### src/rtl/clk_pkg.sv
// Shared widths, limits and state encoding for the BCD set-value loader.
// Also holds the digit-position helpers that mark field boundaries.
package clk_pkg;

  localparam int unsigned SEC_W  = 6;
  localparam int unsigned MIN_W  = 6;
  localparam int unsigned HOUR_W = 5;
  localparam int unsigned DAY_W  = 5;
  localparam int unsigned MON_W  = 4;
  localparam int unsigned YEAR_W = 14;
  localparam int unsigned ACC_W  = 14;

  localparam int unsigned NUM_DIGITS = 14;
  localparam int unsigned SHADOW_W   = 4 * NUM_DIGITS;

  localparam int unsigned SEC_MAX  = 59;
  localparam int unsigned MIN_MAX  = 59;
  localparam int unsigned HOUR_MAX = 23;
  localparam int unsigned DAY_MIN  = 1;
  localparam int unsigned DAY_MAX  = 31;
  localparam int unsigned MON_MIN  = 1;
  localparam int unsigned MON_MAX  = 12;

  typedef enum logic [1:0] {
    StIdle  = 2'd0,
    StConv  = 2'd1,
    StCheck = 2'd2
  } state_e;

  // Digit order: sec T,U; min T,U; hour T,U; day T,U; mon T,U; year Th,H,T,U.
  function automatic logic field_first(input logic [3:0] idx);
    return (idx <= 4'd10) && !idx[0];
  endfunction

  function automatic logic field_last(input logic [3:0] idx);
    return ((idx <= 4'd9) && idx[0]) || (idx == 4'd13);
  endfunction

endpackage

### src/rtl/bcd_clk_loader_if.sv
// Set-value bus between the digit-entry UI (master) and the BCD loader (slave).
interface bcd_clk_loader_if;
  import clk_pkg::*;

  logic              start;
  logic [7:0]        digit_sec;
  logic [7:0]        digit_min;
  logic [7:0]        digit_hour;
  logic [7:0]        digit_day;
  logic [7:0]        digit_mon;
  logic [15:0]       digit_year;
  logic              busy;
  logic              done;
  logic              err;
  logic [SEC_W-1:0]  sec;
  logic [MIN_W-1:0]  min;
  logic [HOUR_W-1:0] hour;
  logic [DAY_W-1:0]  day;
  logic [MON_W-1:0]  mon;
  logic [YEAR_W-1:0] year;

  modport master (
    output start, digit_sec, digit_min, digit_hour, digit_day, digit_mon, digit_year,
    input  busy, done, err, sec, min, hour, day, mon, year
  );

  modport slave (
    input  start, digit_sec, digit_min, digit_hour, digit_day, digit_mon, digit_year,
    output busy, done, err, sec, min, hour, day, mon, year
  );

endinterface

### src/rtl/bcd_mac10.sv
// Shift-add decimal multiply-accumulate: res = acc * 10 + digit, truncated to 14 bits.
module bcd_mac10 (
  input  logic [13:0] acc_i,
  input  logic [3:0]  digit_i,
  output logic [13:0] res_o
);

  always_comb begin
    res_o = (acc_i << 3) + (acc_i << 1) + {10'd0, digit_i};
  end

endmodule

### src/rtl/bcd_clk_loader.sv
// Converts captured BCD set values to binary one digit per clock, range-checks them and
// loads all six time fields atomically only when the whole entry is valid.
module bcd_clk_loader
  import clk_pkg::*;
#(
  parameter bit          CHECK_RANGE = 1'b1,
  parameter int unsigned YEAR_MAX    = 9999
) (
  input logic             clk,
  input logic             rst_n,
  bcd_clk_loader_if.slave ld
);

  localparam logic [6:0]  SecMax  = 7'(SEC_MAX);
  localparam logic [6:0]  MinMax  = 7'(MIN_MAX);
  localparam logic [6:0]  HourMax = 7'(HOUR_MAX);
  localparam logic [6:0]  DayMin  = 7'(DAY_MIN);
  localparam logic [6:0]  DayMax  = 7'(DAY_MAX);
  localparam logic [6:0]  MonMin  = 7'(MON_MIN);
  localparam logic [6:0]  MonMax  = 7'(MON_MAX);
  localparam logic [13:0] YearMax = 14'(YEAR_MAX);

  state_e              state_q, state_d;
  logic [3:0]          idx_q, idx_d;
  logic [SHADOW_W-1:0] shadow_q, shadow_d;
  logic [ACC_W-1:0]    acc_q, acc_d;
  logic                bad_q, bad_d;
  logic                done_q, done_d;
  logic                err_q, err_d;

  // Two-digit staging is 7 bits so out-of-range values such as 99 are not aliased.
  logic [6:0]  sec_s_q, sec_s_d, min_s_q, min_s_d, hour_s_q, hour_s_d;
  logic [6:0]  day_s_q, day_s_d, mon_s_q, mon_s_d;
  logic [13:0] year_s_q, year_s_d;

  logic [SEC_W-1:0]  sec_q, sec_d;
  logic [MIN_W-1:0]  min_q, min_d;
  logic [HOUR_W-1:0] hour_q, hour_d;
  logic [DAY_W-1:0]  day_q, day_d;
  logic [MON_W-1:0]  mon_q, mon_d;
  logic [YEAR_W-1:0] year_q, year_d;

  logic [3:0]       nib [16];
  logic [3:0]       digit;
  logic [ACC_W-1:0] mac_in, mac_out;
  logic             range_err;

  always_comb begin
    for (int i = 0; i < 16; i++) nib[i] = '0;
    for (int i = 0; i < NUM_DIGITS; i++) nib[i] = shadow_q[SHADOW_W-1-4*i -: 4];
  end

  assign digit  = nib[idx_q];
  assign mac_in = field_first(idx_q) ? '0 : acc_q;

  bcd_mac10 u_mac (
    .acc_i   (mac_in),
    .digit_i (digit),
    .res_o   (mac_out)
  );

  always_comb begin
    range_err = bad_q;
    if (CHECK_RANGE) begin
      range_err = bad_q || (sec_s_q > SecMax) || (min_s_q > MinMax) || (hour_s_q > HourMax) ||
                  (day_s_q < DayMin) || (day_s_q > DayMax) ||
                  (mon_s_q < MonMin) || (mon_s_q > MonMax) || (year_s_q > YearMax);
    end
  end

  always_comb begin
    state_d  = state_q;
    idx_d    = idx_q;
    shadow_d = shadow_q;
    acc_d    = acc_q;
    bad_d    = bad_q;
    done_d   = 1'b0;
    err_d    = err_q;
    sec_s_d  = sec_s_q;
    min_s_d  = min_s_q;
    hour_s_d = hour_s_q;
    day_s_d  = day_s_q;
    mon_s_d  = mon_s_q;
    year_s_d = year_s_q;
    sec_d    = sec_q;
    min_d    = min_q;
    hour_d   = hour_q;
    day_d    = day_q;
    mon_d    = mon_q;
    year_d   = year_q;

    unique case (state_q)
      StIdle: begin
        if (ld.start) begin
          shadow_d = {ld.digit_sec, ld.digit_min, ld.digit_hour, ld.digit_day, ld.digit_mon,
                      ld.digit_year};
          err_d    = 1'b0;
          bad_d    = 1'b0;
          idx_d    = 4'd0;
          state_d  = StConv;
        end
      end
      StConv: begin
        acc_d = mac_out;
        if (digit > 4'd9) bad_d = 1'b1;
        if (field_last(idx_q)) begin
          case (idx_q)
            4'd1:    sec_s_d  = mac_out[6:0];
            4'd3:    min_s_d  = mac_out[6:0];
            4'd5:    hour_s_d = mac_out[6:0];
            4'd7:    day_s_d  = mac_out[6:0];
            4'd9:    mon_s_d  = mac_out[6:0];
            default: year_s_d = mac_out;
          endcase
        end
        if (idx_q == 4'(NUM_DIGITS - 1)) begin
          state_d = StCheck;
        end else begin
          idx_d = idx_q + 4'd1;
        end
      end
      StCheck: begin
        done_d  = 1'b1;
        err_d   = range_err;
        state_d = StIdle;
        if (!range_err) begin
          sec_d  = sec_s_q[SEC_W-1:0];
          min_d  = min_s_q[MIN_W-1:0];
          hour_d = hour_s_q[HOUR_W-1:0];
          day_d  = day_s_q[DAY_W-1:0];
          mon_d  = mon_s_q[MON_W-1:0];
          year_d = year_s_q;
        end
      end
      default: state_d = StIdle;
    endcase
  end

  always_ff @(posedge clk or negedge rst_n) begin
    if (!rst_n) begin
      state_q  <= StIdle;
      idx_q    <= '0;
      shadow_q <= '0;
      acc_q    <= '0;
      bad_q    <= 1'b0;
      done_q   <= 1'b0;
      err_q    <= 1'b0;
      sec_s_q  <= '0;
      min_s_q  <= '0;
      hour_s_q <= '0;
      day_s_q  <= '0;
      mon_s_q  <= '0;
      year_s_q <= '0;
      sec_q    <= '0;
      min_q    <= '0;
      hour_q   <= '0;
      day_q    <= '0;
      mon_q    <= '0;
      year_q   <= '0;
    end else begin
      state_q  <= state_d;
      idx_q    <= idx_d;
      shadow_q <= shadow_d;
      acc_q    <= acc_d;
      bad_q    <= bad_d;
      done_q   <= done_d;
      err_q    <= err_d;
      sec_s_q  <= sec_s_d;
      min_s_q  <= min_s_d;
      hour_s_q <= hour_s_d;
      day_s_q  <= day_s_d;
      mon_s_q  <= mon_s_d;
      year_s_q <= year_s_d;
      sec_q    <= sec_d;
      min_q    <= min_d;
      hour_q   <= hour_d;
      day_q    <= day_d;
      mon_q    <= mon_d;
      year_q   <= year_d;
    end
  end

  assign ld.busy = (state_q != StIdle);
  assign ld.done = done_q;
  assign ld.err  = err_q;
  assign ld.sec  = sec_q;
  assign ld.min  = min_q;
  assign ld.hour = hour_q;
  assign ld.day  = day_q;
  assign ld.mon  = mon_q;
  assign ld.year = year_q;

endmodule

### src/flat_wrapper.sv
// flat-port wrapper written by rule: the top's interface ports become plain ports
module bcd_clk_loader_flat import clk_pkg::*;
#(
  parameter bit          CHECK_RANGE = 1'b1,
  parameter int unsigned YEAR_MAX    = 9999
)
  (clk, rst_n, ld_start, ld_digit_sec, ld_digit_min, ld_digit_hour, ld_digit_day, ld_digit_mon, ld_digit_year, ld_busy, ld_done, ld_err, ld_sec, ld_min, ld_hour, ld_day, ld_mon, ld_year);
  bcd_clk_loader_if ld_i ();
  input logic clk;
  input logic rst_n;
  input wire logic [$bits(ld_i.start)-1:0] ld_start;
  input wire logic [$bits(ld_i.digit_sec)-1:0] ld_digit_sec;
  input wire logic [$bits(ld_i.digit_min)-1:0] ld_digit_min;
  input wire logic [$bits(ld_i.digit_hour)-1:0] ld_digit_hour;
  input wire logic [$bits(ld_i.digit_day)-1:0] ld_digit_day;
  input wire logic [$bits(ld_i.digit_mon)-1:0] ld_digit_mon;
  input wire logic [$bits(ld_i.digit_year)-1:0] ld_digit_year;
  output wire logic [$bits(ld_i.busy)-1:0] ld_busy;
  output wire logic [$bits(ld_i.done)-1:0] ld_done;
  output wire logic [$bits(ld_i.err)-1:0] ld_err;
  output wire logic [$bits(ld_i.sec)-1:0] ld_sec;
  output wire logic [$bits(ld_i.min)-1:0] ld_min;
  output wire logic [$bits(ld_i.hour)-1:0] ld_hour;
  output wire logic [$bits(ld_i.day)-1:0] ld_day;
  output wire logic [$bits(ld_i.mon)-1:0] ld_mon;
  output wire logic [$bits(ld_i.year)-1:0] ld_year;
  assign ld_i.start = ld_start;
  assign ld_i.digit_sec = ld_digit_sec;
  assign ld_i.digit_min = ld_digit_min;
  assign ld_i.digit_hour = ld_digit_hour;
  assign ld_i.digit_day = ld_digit_day;
  assign ld_i.digit_mon = ld_digit_mon;
  assign ld_i.digit_year = ld_digit_year;
  assign ld_busy = ld_i.busy;
  assign ld_done = ld_i.done;
  assign ld_err = ld_i.err;
  assign ld_sec = ld_i.sec;
  assign ld_min = ld_i.min;
  assign ld_hour = ld_i.hour;
  assign ld_day = ld_i.day;
  assign ld_mon = ld_i.mon;
  assign ld_year = ld_i.year;
  bcd_clk_loader #(.CHECK_RANGE(CHECK_RANGE), .YEAR_MAX(YEAR_MAX)) u_core (.clk(clk), .rst_n(rst_n), .ld(ld_i));
endmodule
### config.mk
export PLATFORM = sky130hd
export DESIGN_NAME = bcd_clk_loader_flat
export DESIGN_NICKNAME = d
export VERILOG_FILES = /design/src/rtl/clk_pkg.sv /design/src/rtl/bcd_clk_loader_if.sv /design/src/rtl/bcd_mac10.sv /design/src/rtl/bcd_clk_loader.sv /design/src/flat_wrapper.sv
export SDC_FILE = /design/constraint.sdc
export NUM_CORES = 1
export LEC_CHECK = 0
export BUFFER_PORTS_ARGS = -buffer_cell sky130_fd_sc_hd__buf_2
export CAP_MARGIN = 30
export CORE_MARGIN = 2
export CORE_UTILIZATION = 62
export CTS_CLUSTER_DIAMETER = 100
export CTS_CLUSTER_SIZE = 16
export DETAILED_ROUTE_END_ITERATION = 6
export GPL_TIMING_DRIVEN = 0
export PLACE_DENSITY = 0.95
export SLEW_MARGIN = 0
export SYNTH_ARGS = -nofsm -noshare
export SYNTH_HDL_FRONTEND = slang
export SYNTH_SLANG_ARGS = --single-unit
export TNS_END_PERCENT = 5
### constraint.sdc
create_clock -name clk -period 5.6 [get_ports clk]
set_clock_uncertainty 0.1 [all_clocks]
set_input_delay 1.12 -clock clk [delete_from_list [all_inputs] [get_ports clk]]
set_output_delay 1.12 -clock clk [all_outputs]
set_load 0.02 [all_outputs]
==> results.py <==
metrics = {
    "run_status": {
        "run_status": "completed",
    },
    "cts": {
        "cts.repair_timing.setup_buffer_count": 0,
        "postCtsHoldBufs": 0,
        "ctsResizeCount": 0,
        "clk_latency_ns": 0.41,
        "path_clk_slew_ns": 0.06,
        "cts_max_path_buffers": 2,
        "cts_root_buf": "sky130_fd_sc_hd__clkbuf_16",
        "cts.sinks": 167,
        "cts-buffers-inserted": 17,
        "clock_tree.htree_level_count": 4,
        "tritoncts": "yes",
    },
    "detailed_routing": {
        "detail_route.iter0.violations": 366,
        "routed_wire_length_per_instance_um": 19.5,
        "routed-via-count": 5206,
        "drc_errors": 0,
        "drt-total-wl_mm": 17.0,
        "via_per_inst": 5.99,
        "first_pass_drt_iterations": 5,
        "drt.antenna.violating_nets": 0,
    },
    "timing": {
        "setup_violations": 0,
        "tns_ns": 0,
        "timing.slew.headroom": 0.433,
        "achievable-frequency_mhz": 228,
        "final_hold_viol_count": 0,
        "fin_hold_ws_ns": 0.375,
        "min_period_over_period": 0.783,
        "grt_setup_unrepaired": "no",
        "period_minus_slack_ns": 4.38,
        "timing_max_transition_violations_final": 0,
        "tightest_slew_ns": 0.844,
    },
    "die": {
        "dieArea_um2": 13200,
        "initial_core_util": 0.636,
        "floorplan.core_area_um2": 12000,
        "placement_rows": 40,
        "die_w_um": 115,
        "floorplan.io_pins": 102,
        "die-height_um": 115,
    },
    "pwr": {
        "p_seq_frac": 0.342,
        "power_frac_clock": 0.206,
        "swShare": 0.396,
        "power.combinational.fraction": 0.452,
        "switchingPower_uw": 2290,
        "leakage_uw": 0.00432,
        "cellPowerDensity_nw_per_um2": 644,
        "vdd_drop_max_mv": 0.374,
        "internal_power_uw": 3490,
    },
    "global_routing": {
        "antenna_found_initial": 0,
        "global_route_wire_length_before_repair_mm": 28.1,
        "global_routing_usage_summed_across_all_routing_layers": 0.275,
        "aggregate_global_routing_overflow": 0,
        "first_global_vias": 5698,
        "grt_start_max_net_pins": 91,
    },
    "setup_path": {
        "crit_required_ns": 5.76,
        "path_buf_inv": 2,
        "cp_common_cell": "sky130_fd_sc_hd__nor2_1",
        "path_cells": "buf_6, mux4_2, mux2i_1, nor2_1, a311oi_1, fa_1, inv_1, ha_1, a21oi_1, nor2b_1, nor2_1, xor2_1, o21ai_0",
        "critical_path.max_fanout": 10,
        "arrival_ns": 4.54,
        "critPathLaunchType": "register",
        "worst_path_largest_cell_delay_ns": 0.55,
        "endpoint_kind": "register",
        "critical_path_depth": 13,
        "critical_path.slowest_cell": "sky130_fd_sc_hd__dfrtp_1",
        "crit_type": "register to register",
        "critical-path-top-delay-family": "compound AO/OA/AOI/OAI gates",
        "ff2ff_path_depth": 13,
    },
    "yosys": {
        "synthTopCellsByCount": "sky130_fd_sc_hd__dfrtp_1 (167), sky130_fd_sc_hd__mux2_2 (117), sky130_fd_sc_hd__nand2_1 (59)",
        "number_of_enable_type_register_cells_in_the_synthesized_netlist": 0,
        "synthesis.area_per_instance_um2": 13.0,
        "synth.top_cells.by_area": "sky130_fd_sc_hd__dfrtp_1 (55%), sky130_fd_sc_hd__mux2_2 (17%), sky130_fd_sc_hd__ha_1 (4.3%)",
        "synth_seq_area_share": 0.547,
        "ys.warnings.count": 0,
        "ys_ff_latch": 167,
        "synth-async-reset-ratio": 1.00,
        "synth_most_common_cell": "sky130_fd_sc_hd__dfrtp_1",
        "ys.flop_type": "sky130_fd_sc_hd__dfrtp_1",
        "synth.largest_area_cell": "sky130_fd_sc_hd__dfrtp_1",
        "yosysTopAreaCellShare": 0.547,
        "synth_cell_types": 48,
        "synth_cells": 588,
        "postSynthNetCount": 675,
        "synthesis.area_um2": 7640,
    },
    "placed_design": {
        "dp_cells": 837,
        "gpl.final_weighted_congestion": 0.874,
        "io_buffers": 101,
        "hpwlAfterDp_mm": 12.0,
    },
    "cells_and_area": {
        "layout.nets": 796,
        "diodes": 0,
        "fillerInstances": 788,
        "area_delta_synth_final_pct": 17.5,
        "fin_cells": 869,
        "drive_above_1_share": 0.393,
    },
    "hold_path": {
        "hold_path.class": "register to register",
        "hold-path-cell-count": 2,
    },
    "flow_run": {
        "max_cap_violations": 0,
    },
}
[state kept, by name, indices dropped and copies added, names as in the netlist, 13 cells and up]
signal,cells
u_core.acc_q,13
u_core.shadow_q,56
u_core.year_s_q,14
u_core.ld.year,14
[placed cells by master (no fill, tap or decap), types with 10 or more instances in the layout]
| master | Yosys | routed |
|---|---|---|
| sky130_fd_sc_hd__nand2_1 | 59 | 59 |
| sky130_fd_sc_hd__dfrtp_1 | 167 | 167 |
| sky130_fd_sc_hd__clkbuf_16 | 0 | 17 |
| sky130_fd_sc_hd__mux4_2 | 12 | 12 |
| sky130_fd_sc_hd__buf_2 | 10 | 110 |
| sky130_fd_sc_hd__o21ai_0 | 28 | 28 |
| sky130_fd_sc_hd__ha_1 | 26 | 26 |
| sky130_fd_sc_hd__inv_1 | 10 | 10 |
| sky130_fd_sc_hd__and2_1 | 15 | 15 |
| sky130_fd_sc_hd__mux2_2 | 117 | 117 |
| sky130_fd_sc_hd__nor2_1 | 25 | 25 |
| sky130_fd_sc_hd__a21oi_1 | 17 | 17 |
[layout make-up]
class	count	area, um^2	share of cell area
Multi-Input combinational cell	383	3260	0.363
Buffer	28	163	0.0181
Inverter	10	37.5	0.00418
Tap cell	147	184	0.0205
Clock inverter	14	173	0.0192
Timing Repair Buffer	102	539	0.0601
Clock buffer	18	439	0.0489
Sequential cell	167	4180	0.466
[worst register-to-register path, delay by kind of cell (launching register included)]
family / cells / cell delay (ns)
compound gates: 3 / 0.95
fa+ha+maj: 2 / 0.75
mux: 2 / 0.73
flops: 1 / 0.55
xor+xnor: 1 / 0.41
simple gates: 3 / 0.38
buf+inv: 2 / 0.37
[path summary, 6_finish.rpt]
| path | from | end | slack (ns) |
|---|---|---|---|
| max reg2reg | u_core.idx_q[0] | u_core.min_s_q[5] | 1.22 |
| min reg2reg | u_core.sec_s_q[0] | u_core.sec_s_q[0] | 0.38 |
| min | u_core.sec_s_q[0] | u_core.sec_s_q[0] | 0.38 |
| min in group asynchronous | rst_n | u_core.ld.year[12] | 0.65 |
| max in group asynchronous | rst_n | u_core.idx_q[3] | 3.90 |
| max | u_core.idx_q[0] | u_core.min_s_q[5] | 1.22 |
[logic make-up (layout without fill, tap and decap cells)]
kind of cell,count (synthesis),after routing,share of synthesized area
DFF,167,167,0.547
and+or+nand+nor,133,133,0.0847
buffers and inverters,38,172,0.0262
xor gates and xnor gates,13,13,0.0149
muxes,137,137,0.219
adders and majority gates,28,28,0.0478
AOI/OAI and AO/OA,72,72,0.0600
[stage by stage]
stage               worst slack, ns  utilization  instance area (um^2)  power [uW]
floorplan                      2.06            -                  7640        3730
global placement               1.07        0.693                  8330        4320
detailed placement             1.36        0.696                  8360        4520
CTS                            1.28        0.747                  8970        5770
global route                  0.882        0.747                  8970        6150
finish                         1.22        0.747                  8970        5780
[routing by layer]
layer / share of wire / up-vias / global-route usage
li1: - / 2342 / -
met1: 0.39 / 2608 / 0.332
met2: 0.52 / 210 / 0.477
met3: 0.060 / 46 / 0.0680
met4: 0.026 / 0 / 0.108
met5: 0 / - / 0
[power groups by stage]
stage | logic, uW | clock network, uW | registers, uW
floorplan | 1860 | 0 | 1870
global placement | 2390 | 0 | 1930
detailed placement | 2540 | 0 | 1980
CTS | 2590 | 1210 | 1970
global route | 2870 | 1260 | 2020
finish | 2610 | 1190 | 1980
(Power assumes the default switching activity.)
